[config.mk]
export PLATFORM = sky130hd
export DESIGN_NAME = pe_array_ctrl
export DESIGN_NICKNAME = d
export VERILOG_FILES = /design/src/rtl/pe_array_ctrl.sv
export SDC_FILE = /design/constraint.sdc
export NUM_CORES = 1
export LEC_CHECK = 0
export ABC_AREA = 0
export BUFFER_PORTS_ARGS = -buffer_cell sky130_fd_sc_hd__buf_2
export CAP_MARGIN = 5
export CORE_UTILIZATION = 46
export DETAILED_ROUTE_END_ITERATION = 16
export PLACE_DENSITY = 0.78
export SLEW_MARGIN = 10
export SYNTH_ARGS = -nofsm -noshare
export SYNTH_HDL_FRONTEND = slang
export SYNTH_SLANG_ARGS = --single-unit
[constraint.sdc]
create_clock -name clk -period 1.85 [get_ports clk]
set_clock_uncertainty 0.05 [all_clocks]
set_input_delay 0.555 -clock clk [delete_from_list [all_inputs] [get_ports clk]]
set_output_delay 0.555 -clock clk [all_outputs]
set_load 0.1 [all_outputs]
[src/rtl/pe_array_ctrl.sv]
//------------------------------------------------------------------------------
// Module  : pe_array_ctrl
// Purpose : Run sequencer for the linear PE array (load, compute wait, drain).
//           Define PE_CTRL_PERF_EN to add the perf_cycles run-length counter.
// Revision: 1.0 - initial release
//------------------------------------------------------------------------------
`default_nettype none

module pe_array_ctrl #(
  parameter int  PE_NUM       = 8,
  parameter int  LOAD_NUM     = 2048,
  parameter int  COMP_CYCLES  = 1024,
  parameter int  DRAIN_CYCLES = 8,
  parameter int  DATA_W       = 32,
  localparam int PS_W         = $clog2(PE_NUM)
) (
  input  logic              clk,
  input  logic              rst,
  input  logic              start,
  input  logic              abort,
  input  logic              s_valid,
  input  logic [DATA_W-1:0] s_data,
  output logic              s_ready,
  output logic              arr_din_v,
  output logic [DATA_W-1:0] arr_din,
  output logic              arr_load,
  output logic              m_valid,
  output logic [PS_W-1:0]   pe_sel,
  output logic              busy,
  output logic              done,
  output logic              err
`ifdef PE_CTRL_PERF_EN
  ,
  output logic [31:0]       perf_cycles
`endif
);

  localparam int c_wc_w = (LOAD_NUM > 1) ? $clog2(LOAD_NUM) : 1;
  localparam int c_cc_w = (COMP_CYCLES > 1) ? $clog2(COMP_CYCLES) : 1;
  localparam int c_dc_w = (DRAIN_CYCLES > 1) ? $clog2(DRAIN_CYCLES) : 1;

  localparam logic [c_wc_w-1:0] c_wc_last = c_wc_w'(LOAD_NUM - 1);
  localparam logic [PS_W-1:0]   c_pe_last = PS_W'(PE_NUM - 1);
  localparam logic [c_cc_w-1:0] c_cc_last = c_cc_w'(COMP_CYCLES - 1);
  localparam logic [c_dc_w-1:0] c_dc_last = c_dc_w'(DRAIN_CYCLES - 1);

  localparam logic [2:0] c_st_idle  = 3'd0;
  localparam logic [2:0] c_st_load  = 3'd1;
  localparam logic [2:0] c_st_comp  = 3'd2;
  localparam logic [2:0] c_st_drain = 3'd3;
  localparam logic [2:0] c_st_done  = 3'd4;

  logic [2:0]        r_state;
  logic [2:0]        w_next;
  logic [c_wc_w-1:0] r_word_cnt;
  logic [PS_W-1:0]   r_pe_sel;
  logic [c_cc_w-1:0] r_comp_cnt;
  logic [c_dc_w-1:0] r_drain_cnt;
  logic              r_din_v;
  logic [DATA_W-1:0] r_din;
  logic              r_m_valid;
  logic              r_err;

  logic w_in_load;
  logic w_beat;
  logic w_started;
  logic w_last_beat;
  logic w_gap;
  logic w_accept_start;

  assign w_in_load      = (r_state == c_st_load);
  assign w_beat         = w_in_load & s_valid;
  // Any nonzero position means at least one beat has already gone to the array.
  assign w_started      = (r_word_cnt != '0) || (r_pe_sel != '0);
  assign w_last_beat    = w_beat && (r_word_cnt == c_wc_last) && (r_pe_sel == c_pe_last);
  assign w_gap          = w_in_load && !s_valid && w_started;
  assign w_accept_start = (r_state == c_st_idle) && start && !abort;

  always_comb begin
    w_next = r_state;
    case (r_state)
      c_st_idle:  if (start) w_next = c_st_load;
      c_st_load: begin
        if (w_gap)            w_next = c_st_idle;
        else if (w_last_beat) w_next = c_st_comp;
      end
      c_st_comp:  if (r_comp_cnt == c_cc_last)  w_next = c_st_drain;
      c_st_drain: if (r_drain_cnt == c_dc_last) w_next = c_st_done;
      c_st_done:  w_next = c_st_idle;
      default:    w_next = c_st_idle;
    endcase
    if (abort) w_next = c_st_idle;
  end

  always_ff @(posedge clk or negedge rst) begin
    if (!rst) begin
      r_state     <= c_st_idle;
      r_word_cnt  <= '0;
      r_pe_sel    <= '0;
      r_comp_cnt  <= '0;
      r_drain_cnt <= '0;
      r_din_v     <= 1'b0;
      r_din       <= '0;
      r_m_valid   <= 1'b0;
      r_err       <= 1'b0;
    end else begin
      r_state   <= w_next;
      r_din_v   <= w_beat & ~abort;
      r_din     <= (w_beat && !abort) ? s_data : '0;
      r_m_valid <= arr_load & ~abort;

      if (abort || w_gap || w_last_beat) begin
        r_word_cnt <= '0;
        r_pe_sel   <= '0;
      end else if (w_beat) begin
        if (r_word_cnt == c_wc_last) begin
          r_word_cnt <= '0;
          r_pe_sel   <= r_pe_sel + 1'b1;
        end else begin
          r_word_cnt <= r_word_cnt + 1'b1;
        end
      end

      if ((r_state == c_st_comp) && !abort && (r_comp_cnt != c_cc_last))
        r_comp_cnt <= r_comp_cnt + 1'b1;
      else
        r_comp_cnt <= '0;

      if ((r_state == c_st_drain) && !abort && (r_drain_cnt != c_dc_last))
        r_drain_cnt <= r_drain_cnt + 1'b1;
      else
        r_drain_cnt <= '0;

      if (w_accept_start)
        r_err <= 1'b0;
      else if (w_gap && !abort)
        r_err <= 1'b1;
    end
  end

  assign s_ready   = w_in_load;
  assign busy      = (r_state != c_st_idle);
  assign done      = (r_state == c_st_done);
  assign arr_load  = (r_state == c_st_drain);
  assign arr_din_v = r_din_v;
  assign arr_din   = r_din;
  assign m_valid   = r_m_valid;
  assign pe_sel    = r_pe_sel;
  assign err       = r_err;

`ifdef PE_CTRL_PERF_EN
  logic [31:0] r_perf;

  // Stops by itself once the run returns to IDLE; an abort cycle is not counted.
  always_ff @(posedge clk or negedge rst) begin
    if (!rst)
      r_perf <= '0;
    else if (w_accept_start)
      r_perf <= '0;
    else if (busy && !abort)
      r_perf <= r_perf + 32'd1;
  end

  assign perf_cycles = r_perf;
`endif

endmodule

`default_nettype wire

==> impl_metrics.tcl, run 1 <==
set metrics [dict create \
    run_status "complete, but fails checks" \
    failed_checks "negative setup slack" \
    post_synth.cell_area_avg_sq_um 11.2 \
    setup_slack_ps -270 \
    synth_simple_gate_area_share_pct 25.1 \
    placementRows 28 \
    final_report_hold_violation_count 0 \
    layout-area-overhead-vs-synth_pct 50.7 \
    fp.dieArea_sq_um 6400 \
    share_of_synthesized_area_occupied_by_flip_flops_and_latches_pct 58.1 \
    hold_path.class "in -> async" \
    crit-reg2reg-launch "r_state[2]" \
    cts-root-buf "sky130_fd_sc_hd__clkbuf_8" \
    wl_per_cell_um 14.6 \
    htree_num_levels 3 \
    place_congestion 0.903 \
    synth_nets 296 \
    worstSetupEndpointType "output port" \
    total_leakage_power_nw 2.26 \
    final.fill_count 406 \
    timing.critical_path.mode_cell "sky130_fd_sc_hd__buf_12" \
    finalWirelength_um 6670 \
    count_of_cells_along_the_worst_register_to_register_path 8 \
    layout.cells.non_filler 458 \
    fraction_of_layout_cells_with_a_size_suffix_above_1_pct 47.5 \
    finalWorstPathRequiredPeriod_ps 2120 \
    numPlacedInstances 431 \
    synthXorXnorAreaFrac_pct 4.07 \
    finish.net_count 423 \
    setup_viol 13 \
    pin_count_of_the_biggest_net_entering_global_routing 33 \
    yosysUniqueCellTypes 42 \
    fin_crit_sh_pct 115 \
    cts_buffer_depth 2 \
    ys_seq_elements 65 \
    worst_case_register_to_register_setup_slack_ps -140 \
    critPathMaxFanout 3 \
    cpPeakStageDelay_ps 450 \
    count_of_boundary_i_o_pins 79 \
    fmaxAchievable_ghz 0.472 \
    dp.final_hpwl_um 4480 \
    synth_compound_gate_area_share_pct 5.23 \
    dominant_combinational_cell_family_by_area_after_synthesis "simple AND/OR/NAND/NOR gates" \
    worstPathCellList "or3b_4 > clkinv_8 > buf_12 > buf_12" \
    synthMuxAreaShare_pct 0.402 \
    ff_latch_area_sq_um 1640 \
    synthFlopType "sky130_fd_sc_hd__dfrtp_1" \
    detail-route-antenna-nets 0 \
    max-vdd-ir-drop_v 0.000977 \
    area_used_by_multi_input_combinational_logic_sq_um 1270 \
    crit_path_start_kind "flip-flop" \
    crit_path_top_delay_cell "sky130_fd_sc_hd__or3b_4" \
    die_h_um 80.0 \
    grt_pass1_vias 2271 \
    maxCapViolations 0 \
    synth-edff-count 0 \
    antenna-diode-count 0 \
    tritoncts_clock_tree "built" \
    cts.reportedPaths.clkPinSlew_ps 80 \
    remaining_drc_errors 0 \
    worst_flop_to_flop_path_endpoint "pe_sel[0]" \
    grt_setup_unrepaired "yes" \
    relSlewSlack_pct 66.9 \
    synth-adder-area-share_pct 3.57 \
    placement.setup.worst_slack_ps -160 \
    holdBufCountCts 0 \
    clk-insertion-delay-late_ps 350 \
    place.port_buffers 78 \
    synth.yosys.warnings 0 \
    overall_overflow_remaining_after_global_route 0 \
    initial_antenna_violation_count 0 \
    detail_route.first_pass.iterations 4 \
    synth_area_sq_um 2800 \
    tritoncts_num_sinks 65 \
    die_w_um 80.0 \
    floorplan.initialDensity_pct 47.6 \
    p_per_area_nw_per_um2 1180 \
    tritoncts_buffer_count 9 \
    finalMaxSlewViolations 0 \
    worst_ep_arrival_time_ps 1520 \
    core-area_sq_um 5890 \
    dr.first_iter.drc_count 120 \
    timing.critical_path.required_ps 1240 \
    synthCells 251 \
    grt_first_pass_wirelength_um 10400 \
    num_vias 2357 \
    drt-vias-per-instance 5.15 \
    async_flop_share_pct 100 \
    setup.worst_path.class "reg -> out" \
    tightestPinTransition_ps 499 \
    global_route.usage.total_pct 22.0 \
]
[per-stage QoR]
| stage | util, % | hold slack, ps | instance area, sq um | setup TNS (ps) | power [mW] |
|---|---|---|---|---|---|
| floorplan | - | 209 | 2880 | -445 | 2.77 |
| global placement | 62.5 | 372 | 3680 | -252 | 3.25 |
| detailed placement | 62.5 | 388 | 3680 | -765 | 3.27 |
| CTS | 68.7 | 91.6 | 4040 | -1120 | 4.83 |
| global route | 71.7 | 101 | 4220 | -3230 | 5.17 |
| finish | 71.7 | 86.5 | 4220 | -1310 | 4.99 |
[cells by family (layout without fill, tap and decap cells)]
kind of cell | Yosys count | after routing
AOI/OAI and AO/OA | 22 | 22
xor gates and xnor gates | 13 | 13
adders and majority gates | 8 | 8
buffers and inverters | 23 | 155
DFF | 65 | 65
muxes | 1 | 1
and+or+nand+nor | 119 | 119
[worst max-delay path: cells and delay by family (launching register included)]
kind | cells | cell delay (ps)
simple gates | 1 | 450
buf+inv | 3 | 310
flops | 1 | 410
[placed cells by master, fill, tap and decap left out, types with 5 or more instances in the layout]
cell,count
sky130_fd_sc_hd__and2_1,5
sky130_fd_sc_hd__and3_1,33
sky130_fd_sc_hd__buf_12,8
sky130_fd_sc_hd__buf_2,71
sky130_fd_sc_hd__buf_4,39
sky130_fd_sc_hd__buf_6,5
sky130_fd_sc_hd__clkbuf_8,10
sky130_fd_sc_hd__dfrtp_1,60
sky130_fd_sc_hd__ha_1,5
sky130_fd_sc_hd__inv_1,11
sky130_fd_sc_hd__nand2_1,9
sky130_fd_sc_hd__nand3_1,11
sky130_fd_sc_hd__nor2_1,21
sky130_fd_sc_hd__nor3_1,5
sky130_fd_sc_hd__xnor2_1,7
sky130_fd_sc_hd__xor2_1,6
[report_power, final]
group	internal [mW]	switching, mW
clock	0.800	0.569
combinational	0.759	1.28
sequential	1.52	0.0537
[per-layer routing]
| metal | global-route usage, % | vias to the layer above | share of wire, % |
|---|---|---|---|
| li1 | - | 1126 | - |
| met1 | 26.9 | 1143 | 43 |
| met2 | 35.0 | 81 | 50 |
| met3 | 7.31 | 7 | 5.9 |
| met4 | 10.5 | 0 | 1.5 |
| met5 | 0 | - | 0 |
[layout make-up]
class                           instances  area share, %
Sequential cell                        65           38.9
Multi-Input combinational cell        163           30.2
Timing Repair Buffer                  126           21.9
Clock buffer                           10           3.26
Tap cell                               75           2.22
Clock inverter                          6           2.14
Inverter                               13           1.45
[cells in the mapped netlist (2+ instances only)]
| master | number | area [sq um] |
|---|---|---|
| sky130_fd_sc_hd__a21o_1 | 3 | 22.5 |
| sky130_fd_sc_hd__a21oi_1 | 5 | 25.0 |
| sky130_fd_sc_hd__a31oi_1 | 2 | 12.5 |
| sky130_fd_sc_hd__and2_1 | 5 | 31.3 |
| sky130_fd_sc_hd__and3_1 | 33 | 206 |
| sky130_fd_sc_hd__and4_1 | 2 | 17.5 |
| sky130_fd_sc_hd__clkbuf_1 | 6 | 22.5 |
| sky130_fd_sc_hd__clkbuf_2 | 2 | 10.0 |
| sky130_fd_sc_hd__dfrtp_1 | 65 | 1630 |
| sky130_fd_sc_hd__ha_1 | 8 | 100 |
| sky130_fd_sc_hd__inv_1 | 12 | 45.0 |
| sky130_fd_sc_hd__nand2_1 | 12 | 45.0 |
| sky130_fd_sc_hd__nand3_1 | 12 | 60.1 |
| sky130_fd_sc_hd__nand3b_1 | 3 | 22.5 |
| sky130_fd_sc_hd__nand4_1 | 4 | 25.0 |
| sky130_fd_sc_hd__nor2_1 | 22 | 82.6 |
| sky130_fd_sc_hd__nor3_1 | 7 | 35.0 |
| sky130_fd_sc_hd__nor3b_1 | 5 | 37.5 |
| sky130_fd_sc_hd__nor4_1 | 2 | 12.5 |
| sky130_fd_sc_hd__nor4b_1 | 2 | 17.5 |
| sky130_fd_sc_hd__o21ai_0 | 6 | 30.0 |
| sky130_fd_sc_hd__or3_1 | 2 | 12.5 |
| sky130_fd_sc_hd__xnor2_1 | 7 | 61.3 |
| sky130_fd_sc_hd__xor2_1 | 6 | 52.6 |
[sequential cells by signal (all words and copies together), names as in the netlist]
register and count:
arr_din_v 1, r_comp_cnt 10, r_word_cnt 11, pe_sel 3, r_state 3, arr_din 32, m_valid 1, r_drain_cnt 3
err 1
[repair_timing]
action	CTS	global route
pin swaps	13	10
endpoints found under the hold margin	0	0
setup buffers	8	2
setup endpoints to repair	15	48
cloned	0	2
gates resized for setup	21	23
[worst max-delay path by stage]
stage	from	to	slack, ps	cells after the start
after floorplan	pe_sel[0]	r_state[0]	-160	7
after global placement	s_valid	r_state[0]	-70	6
after detailed placement	abort	r_word_cnt[7]	-160	7
after CTS	r_state[2]	s_ready	-280	4
after global routing	r_state[2]	s_ready	-310	4
final	r_state[2]	s_ready	-270	4
Power figures use the tool's default switching activity.
==> run 2: changes to the inputs <==
Settings changed: CORE_UTILIZATION 46 to 51, PLACE_DENSITY 0.78 to 0.81.
Clock period 1.85 ns to 2 ns, I/O delays scaled along.
==> run 2 against run 1 <==
- the run still ends with negative setup slack left
- sequential share of layout area rose by 4.1 points
- clock power fell by 8%
- clock-buffer cell count did not move
- critical path depth fell by 1
- sequential power fell by 6%
- first-iteration DRC count fell by 22%
- global-route usage rose by 1.8 points
- cell count fell by 7.0%
==> impl_metrics.tcl, run 2 (synthesis results as in run 1) <==
set metrics [dict create \
    worst_ep_arrival_time_ps 1470 \
    timing.critical_path.required_ps 1350 \
    tightestPinTransition_ps 512 \
    antenna-diode-count 0 \
    fmaxAchievable_ghz 0.471 \
    die_w_um 76.1 \
    global_route.usage.total_pct 23.9 \
    grt_first_pass_wirelength_um 10500 \
    top_layer "met4" \
    count_of_cells_along_the_worst_register_to_register_path 7 \
    initial_antenna_violation_count 0 \
    p_sw_share_pct 39.0 \
    placementRows 26 \
    final.fill_count 342 \
    clk-insertion-delay-late_ps 340 \
    cts.reportedPaths.clkPinSlew_ps 70 \
    pin_count_of_the_biggest_net_entering_global_routing 66 \
    critPathBufInv 2 \
    p_comb_share_pct 36.2 \
    finish.net_count 396 \
    p_clk_share_pct 29.3 \
    place.port_buffers 78 \
    critPathMaxFanout 6 \
    grt_pass1_vias 2324 \
    met2_length_um 3270 \
    numPlacedInstances 407 \
    floorplan.initialDensity_pct 53.8 \
    path_delay_family "flip-flops" \
    routedLengthMet1_um 2470 \
    relSlewSlack_pct 66.1 \
    setup_viol 3 \
    layout_common_cells "74 x sky130_fd_sc_hd__buf_2, 57 x sky130_fd_sc_hd__dfrtp_1, 33 x sky130_fd_sc_hd__and3_1" \
    tritoncts_buffer_count 9 \
    net-switching-power_mw 1.68 \
    max-vdd-ir-drop_v 0.000920 \
    cts_buffer_depth 2 \
    holdBufCountCts 0 \
    setup_tns_ps -261 \
    crit-reg2reg-launch "r_state[2]" \
    count_of_boundary_i_o_pins 79 \
    whs_ps 202 \
    final_area_sq_um 3820 \
    overall_overflow_remaining_after_global_route 0 \
    met3_wire_length_um 550 \
    worst_case_register_to_register_setup_slack_ps 10 \
    largest_register_ffs 32 \
    worst_flop_to_flop_path_endpoint "pe_sel[0]" \
    layout.cells.non_filler 426 \
    p_int_mw 2.62 \
    dp.final_hpwl_um 4270 \
    setup_slack_ps -122 \
    p_per_area_nw_per_um2 1130 \
    seq_power_share_pct 34.5 \
    crit_path_start_kind "flip-flop" \
    cts-root-buf "sky130_fd_sc_hd__clkbuf_8" \
    tritoncts_num_sinks 65 \
    num_vias 2299 \
    fraction_of_layout_cells_with_a_size_suffix_above_1_pct 41.6 \
    layout-area-overhead-vs-synth_pct 36.5 \
    setup.worst_path.class "reg -> out" \
    total_power_mw 4.30 \
    failed_checks "negative setup slack" \
    dr.first_iter.drc_count 94 \
    fin_crit_sh_pct 106 \
    finalMaxSlewViolations 0 \
    place_congestion 0.834 \
    crit_path_top_delay_cell "sky130_fd_sc_hd__dfrtp_2" \
    total_leakage_power_nw 2.05 \
    final_core_util_pct 73.4 \
    worstPathCellList "or3b_4 > clkinv_8 > buf_12" \
    placement.setup.worst_slack_ps -65.9 \
    detail-route-antenna-nets 0 \
    wl_per_cell_um 15.2 \
    drt-vias-per-instance 5.40 \
    die_h_um 76.1 \
    worstSetupEndpointType "output port" \
    postPlaceCellArea_sq_um 3500 \
    htree_num_levels 3 \
    final_report_hold_violation_count 0 \
    maxCapViolations 0 \
    hold_path.class "in -> async" \
    remaining_drc_errors 0 \
    finalWorstPathRequiredPeriod_ps 2120 \
    run_status "complete, but fails checks" \
    grt_setup_unrepaired "yes" \
    detail_route.first_pass.iterations 4 \
    finalWirelength_um 6450 \
    core-area_sq_um 5200 \
    final_common_cell "sky130_fd_sc_hd__buf_2" \
    cpPeakStageDelay_ps 460 \
    fp.dieArea_sq_um 5790 \
    tritoncts_clock_tree "built" \
]
[run 2: worst register-to-register path: stages (launching register included)]
cell and delay [ps]:
sky130_fd_sc_hd__dfrtp_2 460, sky130_fd_sc_hd__or3b_4 440, sky130_fd_sc_hd__clkinv_8 70, sky130_fd_sc_hd__buf_4 110, sky130_fd_sc_hd__nand4_4 90, sky130_fd_sc_hd__or2_4 250
sky130_fd_sc_hd__or3_1 320, sky130_fd_sc_hd__a21oi_2 110
[run 2: power groups by stage]
| stage | logic, mW | registers, mW | clock network, mW |
|---|---|---|---|
| after CTS | 1.52 | 1.48 | 1.28 |
| final | 1.56 | 1.49 | 1.26 |
| after floorplan | 0.629 | 1.93 | 0 |
| after global placement | 1.40 | 1.49 | 0 |
| after global routing | 1.63 | 1.50 | 1.34 |
| after detailed placement | 1.42 | 1.49 | 0 |
[run 2: what timing repair did]
action,in CTS,in global routing
gates cloned,0,0
resized for setup,9,13
pin swaps,2,3
buffers inserted,2,1
endpoints found under the setup margin,4,18
[run 2: worst max path at each step]
stage	start	to	slack, ps	depth (start not counted)
after detailed placement	s_valid	r_state[0]	-70	6
final	r_state[2]	s_ready	-120	3
after floorplan	r_state[0]	done	-20	2
after global routing	r_state[2]	s_ready	-160	3
after CTS	r_state[1]	s_ready	-120	3
after global placement	s_valid	r_state[0]	10	6
[run 2: cell type report]
type	count	area (sq um)	area share, %
flip-flops and latches	65	1640	43.0
multi-input cells	163	1170	30.7
repair buffers	99	628	16.4
clock buffers	10	138	3.60
clock inverters	6	90.1	2.36
well taps	70	87.6	2.29
inverters	13	61.3	1.60
[run 2: layer usage]
layer,up-vias,global-route usage (%)
li1,1071,-
met1,1111,25.4
met5,-,0
met3,18,9.22
met2,99,39.5
met4,0,15.8
